<file path="src/rtl/mult_fu.sv">
// mult_fu: pipelined RV32M MUL/MULH/MULHSU/MULHU unit from the RS multiply issue port to the CDB.
// Latency: MULT_STAGES cycles from issue to cdb_req, plus one cycle per denied grant.
// Backpressure: elastic stages hold on denied grant; avail reserves a slot conservatively.
// Optional feature: define MULT_SQUASH_EN to add a squash port that flushes all in-flight ops.

package mult_fu_pkg;

    localparam int PRN_WIDTH     = 6;
    localparam int ROB_CNT_WIDTH = 5;

    // RV32M funct3 encodings; anything else is executed as MUL.
    localparam logic [2:0] FUNC_MUL    = 3'b000;
    localparam logic [2:0] FUNC_MULH   = 3'b001;
    localparam logic [2:0] FUNC_MULHSU = 3'b010;
    localparam logic [2:0] FUNC_MULHU  = 3'b011;

    typedef struct packed {
        logic                     valid;
        logic [2:0]               func;
        logic [31:0]              op1;
        logic [31:0]              op2;
        logic [PRN_WIDTH-1:0]     dest_prn;
        logic [ROB_CNT_WIDTH-1:0] robn;
    } FU_PACKET;

    typedef struct packed {
        logic [PRN_WIDTH-1:0] dest_prn;
        logic [31:0]          value;
    } CDB_PACKET;

endpackage

module mult_fu
    import mult_fu_pkg::*;
#(
    // Legal depths: 1, 2, 4, 8 (must divide the 32-bit multiplier evenly).
    parameter int MULT_STAGES = 4
) (
    input  logic                     clock,
    input  logic                     reset,
    input  FU_PACKET                 fu_packet,
    output logic                     avail,
    output logic                     cdb_req,
    input  logic                     cdb_gnt,
    output CDB_PACKET                cdb_out,
    output logic [ROB_CNT_WIDTH-1:0] cdb_robn
`ifdef MULT_SQUASH_EN
    ,
    input  logic                     squash
`endif
);

    localparam int LAST  = MULT_STAGES - 1;
    localparam int CHUNK = 32 / MULT_STAGES;
    localparam int CW    = $clog2(MULT_STAGES + 1);

    // One pipeline slot: the op travels with its operands and running sum.
    typedef struct packed {
        logic                     vld;
        logic [2:0]               func;
        logic [PRN_WIDTH-1:0]     prn;
        logic [ROB_CNT_WIDTH-1:0] robn;
        logic [32:0]              mcand;
        logic [32:0]              mplier;
        logic [63:0]              acc;
    } stage_t;

    stage_t                 stg_q [MULT_STAGES];
    stage_t                 stg_d [MULT_STAGES];
    logic [CW-1:0]          count_q;
    logic [CW-1:0]          count_d;
    logic [MULT_STAGES-1:0] adv;
    logic                   drain;
    logic                   stage0_free;
    logic                   accept;
    logic                   drop;
    logic                   kill;
    logic [32:0]            in_mcand;
    logic [32:0]            in_mplier;

    // 33-bit operand: the extra top bit is either a copy of bit 31 or zero.
    function automatic logic [32:0] extend(input logic [31:0] x, input logic sgn);
        return {sgn & x[31], x};
    endfunction

    // Partial product of multiplier chunk k, already shifted into place.
    // Lower chunks are unsigned slices; the top chunk keeps the sign so the
    // chunk values sum exactly to the signed 33-bit multiplier.
    function automatic logic [63:0] partial(input logic [32:0] a, input logic [32:0] b,
                                            input int k);
        logic [63:0] a64;
        logic [63:0] b64;
        logic [63:0] chunk;
        a64 = {{31{a[32]}}, a};
        b64 = {{31{b[32]}}, b};
        if (k == LAST) begin
            chunk = 64'($signed(b64) >>> (k * CHUNK));
        end else begin
            chunk = (b64 >> (k * CHUNK)) & ((64'd1 << CHUNK) - 64'd1);
        end
        return (a64 * chunk) << (k * CHUNK);
    endfunction

`ifdef MULT_SQUASH_EN
    assign kill = squash;
`else
    assign kill = 1'b0;
`endif

    // Operand extension by opcode: MULHU unsigned both, MULHSU unsigned op2.
    always_comb begin
        in_mcand  = extend(fu_packet.op1, fu_packet.func != FUNC_MULHU);
        in_mplier = extend(fu_packet.op2, (fu_packet.func != FUNC_MULHSU) &&
                                          (fu_packet.func != FUNC_MULHU));
    end

    // Elastic advance chain, resolved from the CDB end back to stage 0.
    always_comb begin
        adv       = '0;
        drain     = stg_q[LAST].vld & cdb_gnt;
        adv[LAST] = drain;
        for (int k = LAST - 1; k >= 0; k--) begin
            adv[k] = stg_q[k].vld & (~stg_q[k+1].vld | adv[k+1]);
        end
        stage0_free = ~stg_q[0].vld | adv[0];
        accept      = fu_packet.valid & stage0_free & ~kill;
        drop        = fu_packet.valid & ~stage0_free & ~kill;
    end

    // Next stage contents and occupancy; squash wipes everything in flight.
    always_comb begin
        for (int k = 0; k < MULT_STAGES; k++) begin
            stg_d[k] = stg_q[k];
        end

        if (accept) begin
            stg_d[0].vld    = 1'b1;
            stg_d[0].func   = fu_packet.func;
            stg_d[0].prn    = fu_packet.dest_prn;
            stg_d[0].robn   = fu_packet.robn;
            stg_d[0].mcand  = in_mcand;
            stg_d[0].mplier = in_mplier;
            stg_d[0].acc    = partial(in_mcand, in_mplier, 0);
        end else if (adv[0]) begin
            stg_d[0].vld = 1'b0;
        end

        for (int k = 1; k < MULT_STAGES; k++) begin
            if (adv[k-1]) begin
                stg_d[k]     = stg_q[k-1];
                stg_d[k].acc = stg_q[k-1].acc +
                               partial(stg_q[k-1].mcand, stg_q[k-1].mplier, k);
            end else if (adv[k]) begin
                stg_d[k].vld = 1'b0;
            end
        end

        count_d = count_q + CW'(accept) - CW'(drain);

        if (kill) begin
            for (int k = 0; k < MULT_STAGES; k++) begin
                stg_d[k].vld = 1'b0;
            end
            count_d = '0;
        end
    end

    // Stage and occupancy registers.
    always_ff @(posedge clock) begin
        if (reset) begin
            for (int k = 0; k < MULT_STAGES; k++) begin
                stg_q[k] <= '0;
            end
            count_q <= '0;
        end else begin
            for (int k = 0; k < MULT_STAGES; k++) begin
                stg_q[k] <= stg_d[k];
            end
            count_q <= count_d;
        end
    end

    // An issue while stage 0 is held means the RS ignored avail; the packet is lost.
    always_ff @(posedge clock) begin
        if (!reset) begin
            assert (!drop)
                else $error("mult_fu: packet robn %0d dropped, stage 0 stalled", fu_packet.robn);
        end
    end

    // avail counts the packet on the wire now, so the next cycle always has a slot.
    always_comb begin
        avail   = ({1'b0, count_q} + (CW+1)'(fu_packet.valid)) < (CW+1)'(MULT_STAGES);
        cdb_req = stg_q[LAST].vld;
        cdb_out.dest_prn = cdb_req ? stg_q[LAST].prn : '0;
        case (stg_q[LAST].func)
            FUNC_MULH, FUNC_MULHSU, FUNC_MULHU: cdb_out.value = stg_q[LAST].acc[63:32];
            default:                            cdb_out.value = stg_q[LAST].acc[31:0];
        endcase
        cdb_robn = stg_q[LAST].robn;
    end

endmodule
</file>
<file path="config.mk">
export PLATFORM = sky130hd
export DESIGN_NAME = mult_fu
export DESIGN_NICKNAME = d
export VERILOG_FILES = /design/src/rtl/mult_fu.sv
export SDC_FILE = /design/constraint.sdc
export NUM_CORES = 2
export LEC_CHECK = 0
export BUFFER_PORTS_ARGS = -buffer_cell sky130_fd_sc_hd__clkbuf_2
export CAP_MARGIN = 40
export CORE_MARGIN = 4
export CORE_UTILIZATION = 43
export CTS_BUF_LIST = sky130_fd_sc_hd__clkbuf_8 sky130_fd_sc_hd__clkbuf_16
export DETAILED_ROUTE_END_ITERATION = 12
export PLACE_DENSITY = 0.56
export RECOVER_POWER = 25
export SLEW_MARGIN = 30
export SYNTH_ARGS = -nofsm -noshare
export SYNTH_HDL_FRONTEND = slang
export SYNTH_SLANG_ARGS = --single-unit
</file>
<file path="constraint.sdc">
create_clock -name clock -period 12.05 [get_ports clock]
set_input_delay 2.41 -clock clock [delete_from_list [all_inputs] [get_ports clock]]
set_output_delay 2.41 -clock clock [all_outputs]
set_load 0.05 [all_outputs]
</file>
# Word-level counts from Yosys, hierarchy flattened
# Memories as Yosys holds them, arrays and structs flattened.
# Index checks and enable logic that the tools add are counted.
# W data, S select, Z words.
dict set report op_classes {
  addsub 6
  mul 4
  n_lt_le_gt_ge 1
  n_eq_ne 5
  mux 25
  n_bitwise 19
  reduce_logical 2
}
# cell n
set ops {}
lappend ops {{$mux W145} 4}
lappend ops {{$mux W144} 4}
lappend ops {{$mux W64} 4}
lappend ops {{$add A64 B64 Y64} 3}
lappend ops {{$mul A33 B64 Y40} 1}
lappend ops {{$mul A33 B64 Y48} 1}
lappend ops {{$mul A33 B64 Y56} 1}
lappend ops {{$mul A33 B64 Y64} 1}
lappend ops {{$mux W32} 1}
lappend ops {{$mux W1} 11}
lappend ops {{$or A1 B1 Y1} 8}
lappend ops {{$and A1 B1 Y1} 7}
lappend ops {{$eq A3 B2 Y1 const B} 2}
lappend ops {{$mux W6} 1}
lappend ops {{$ne A3 B2 Y1 const B} 2}
lappend ops {{$add A3 B1 Y4} 1}
lappend ops {{$lt A4 B3 Y1 const B} 1}
lappend ops {{$not A1 Y1} 4}
lappend ops {{$add A3 B1 Y3} 1}
lappend ops {{$eq A3 B1 Y1 const B} 1}
lappend ops {{$reduce_or A3 Y1} 1}
lappend ops {{$sub A3 B1 Y3} 1}
lappend ops {{$logic_and A1 B1 Y1} 1}
dict set report totals {
  register_bits 3
  ramBits 580
  input_bits 82
  output_inout_bits 45
  elab_cells 64
  mem_count 1
}
# name depth word_bits read_ports rd_ports_with_merged_regs write_ports line_no
set mem_list {}
lappend mem_list {stg_q 4 145 4 0 4 68} ;# stage_t stg_q [MULT_STAGES];

# Longest topological paths before layout
# An unclocked memory read counts as a cell.
dict set report logic_depth {
  ltp_word 14
  mapped_depth 40
  ltp_nobuf 39
}

# Worst setup path before layout
# Ideal clock, no wire load.
dict set report synth_path {
  path_type {register -> register}
  startpoint {mem stg_q[2][96] (netlist bit)}
  endpoint {mem stg_q[3][63] (netlist bit)}
  setup_ps 91
  arrival_time_ps 9470
  required_time_ps 11959
  slack_ps 2489
  stages_incl_launch_ff 39
  path_buffers 2
  synth_period_minus_slack_ps 9561
  path_cell_list {dfxtp_1 clkbuf_1 clkbuf_1 nand2_1 fa_1 fa_1 fa_1 inv_1 fa_1 inv_1 fa_1 fa_1 inv_1 fa_1 inv_1 fa_1 inv_1 ha_1 (+3 left out) nand2_1 o21a_1 a221o_1 a31o_2 a41o_1 nor2_1 xnor2_1 ha_1 a21o_1 a21o_1 a21oi_1 o21ai_0 a21o_1 a21oi_1 o21ai_0 xnor2_1 or3_1 a311oi_1}
}
# element line_no
set synth_lines {}
lappend synth_lines {{start: declaration} 68}

==> reports/qor.yml <==
post-route-min-period_ns: 10.24
synthTopCellsByCount: "nand2_1, inv_1, ha_1"
wl_um: 201000
slowest_stage: "fa_1"
synth-edff-count: 0
netlist_instances: 8431
cp-start-kind: "flop"
r2r_start: "stg_q[0][78]"
grt_pass1_wl_um: 321000
synth-seq-cells: 469
synth_cell_types: 102
worst_pin_slew_ns: 4.40
synth_area_per_cell_um2: 8.54
grt_overflow: 0
hold_class: "reg2reg"
drt_iter0_drc: 2979
grt_use_total: 0.232
die_h_um: 417
relSlewSlack: -1.94
yosysMostFrequentCell: "nand2_1"
dr_wl_met3_um: 7530
synth_area_leaders: "fa_1, ha_1, dfxtp_1"
critPathLaunch: "stg_q[0][78]"
wl_per_cell_um: 19.1
via_per_inst: 5.25
fin_crit_sh: 0.850
layout-drive-gt1-share: 0.0462
cts_tree: "built"
final_cell_area_mm2: 0.0768
drtAntennaViolNets: 0
slowest_delay_ns: 0.58
cp_max_fo: 25
vias: 55300
crit_arrival_ns: 10.61
cts_resized: 0
synth_top_cell_area_share: 0.257
io_pins: 127
placementRows: 149
first_pass_iters: 5
hpwl_um: 164000
status: "finished, violations left"
h-tree-depth: 2
port_buffers: 126
ir_drop_v: 0.000133
cts_made_buffers: 60
area_delta_synth_final_pct: 6.59
ys.flop_type: "dfxtp_1"
grt_start_max_net_pins: 95
r2r-end: "stg_q[1][62]"
power_w: 0.00752
power.leakage_nw: 40.5
worst_setup_path_end_kind: "flop"
cts_sinks: 469
yosys.area.top_type: "fa_1"
drc: 0
dpl_cell_area_mm2: 0.0745
antenna_found_initial: 6
p_per_area_mw_per_mm2: 98.0
nets: 10500
max_freq_mhz: 97.6
die_area_mm2: 0.174
ys_seq_area_frac: 0.130
wl_met1_um: 93800
synth_fp_nets: 10600
drv_cap: 4
placeableCoreArea_mm2: 0.166
synth_area_mm2: 0.0720
reg2reg_depth: 36
die_w_um: 417
clockRootBuffer: "clkbuf_16"
hold_viol_final: 0
post_cts_buffers: 0
cp.required_ns: 12.42
finalMaxSlewViolations: 285
wl_met2_um: 94600
cts_buffer_depth: 3
path_clk_slew_ns: 0.07
top_layer: "met5"
finalClockSkew_ns: 0.108
async_reset_ff_frac: 0
violations: "max-capacitance violations, max-slew violations"
rsz0062_at_grt: "no"
worstSetupEndpoint: "stg_q[1][62]"
clkLatencyLatePin_ns: 0.72
initial_core_util: 0.435
setup_viol: 0
gp_congestion: 0.891
crit_top_cell: "fa_1"
first_global_vias: 56900
tns_ns: 0
hold_buffers: 0
crit_type: "reg2reg"
synth.yosys.warnings: 0
reg2reg_slack_ns: 1.81
how the worst min path moves through the flow:
stage               slack [ns]     startpoint  cells past startpoint       endpoint
finish                    0.38   stg_q[0][91]                      2   stg_q[1][91]
global route              0.39   stg_q[0][91]                      2   stg_q[1][91]
CTS                       0.37   stg_q[0][91]                      2   stg_q[1][91]
detailed placement        0.44   stg_q[3][44]                      2   stg_q[3][44]
global placement          0.44  stg_q[1][135]                      2  stg_q[2][135]
floorplan                 0.42   stg_q[3][57]                      2   stg_q[3][57]
metrics by stage:
step	hold WS, ns	setup slack, ns	util	cells
2_1_floorplan	0.421	2.49	-	8431
3_3_place_gp	0.437	1.83	0.448	10400
3_5_place_dp	0.442	1.80	0.449	10400
4_1_cts	0.367	1.92	0.462	10500
5_1_grt	0.386	1.16	0.463	10500
6_report	0.380	1.81	0.463	10500
metal layers:
metal,vias up,global-route usage
li1,26700,-
met1,27400,0.321
met2,1019,0.390
met3,203,0.0196
met4,2,0.0590
met5,-,0
cell usage in the layout, fill, tap and decap left out, types with 36 or more instances in the layout:
cell type	n
nand2_1	1347
inv_1	1299
ha_1	1157
fa_1	925
a21oi_1	673
and2_1	623
dfxtp_1	466
xnor2_1	213
nor2_1	191
a21o_1	182
o21ai_0	130
clkbuf_2	120
xor2_1	87
nand3_1	63
nand2b_1	60
clkbuf_16	60
o21bai_1	59
o21a_1	49
buf_4	47
nor3_1	44
and3_1	40
a211oi_1	36
report_power, final:
part	switching [W]	internal, W
clock network	0.000809	0.00112
registers	0.0000998	0.00165
logic	0.00236	0.00149
total	0.00327	0.00425
sequential cells by signal, indices dropped and copies added, names as in the netlist:
| name | cells |
|---|---|
| stg_q | 466 |
| count_q | 3 |
area by class of cell:
class,instances,area (um2)
fillers,16400,89000
multi-input cells,6280,56300
flip-flops and latches,469,9390
inverters,1288,4840
well taps,2189,2740
clock buffers,68,1610
repair buffers,192,1360
clock inverters,44,499
diodes,4,10.0
worst max-delay path, delay by kind of cell, from the launching register on:
family          cells  cell delay (ns)
compound gates     13             3.11
xor+xnor            1             0.11
fa+ha+maj          10             4.24
buf+inv             4             0.56
flops               1             0.56
mux                 1             0.21
simple gates        7             1.14
logic make-up after synthesis:
kind of cell / share of synthesized area
muxes: 0.00584
xor gates and xnor gates: 0.0367
AOI/OAI and AO/OA: 0.114
DFF: 0.130
adders and majority gates: 0.458
and+or+nand+nor: 0.166
buffers and inverters: 0.0885
Power figures use the tool's default switching activity.
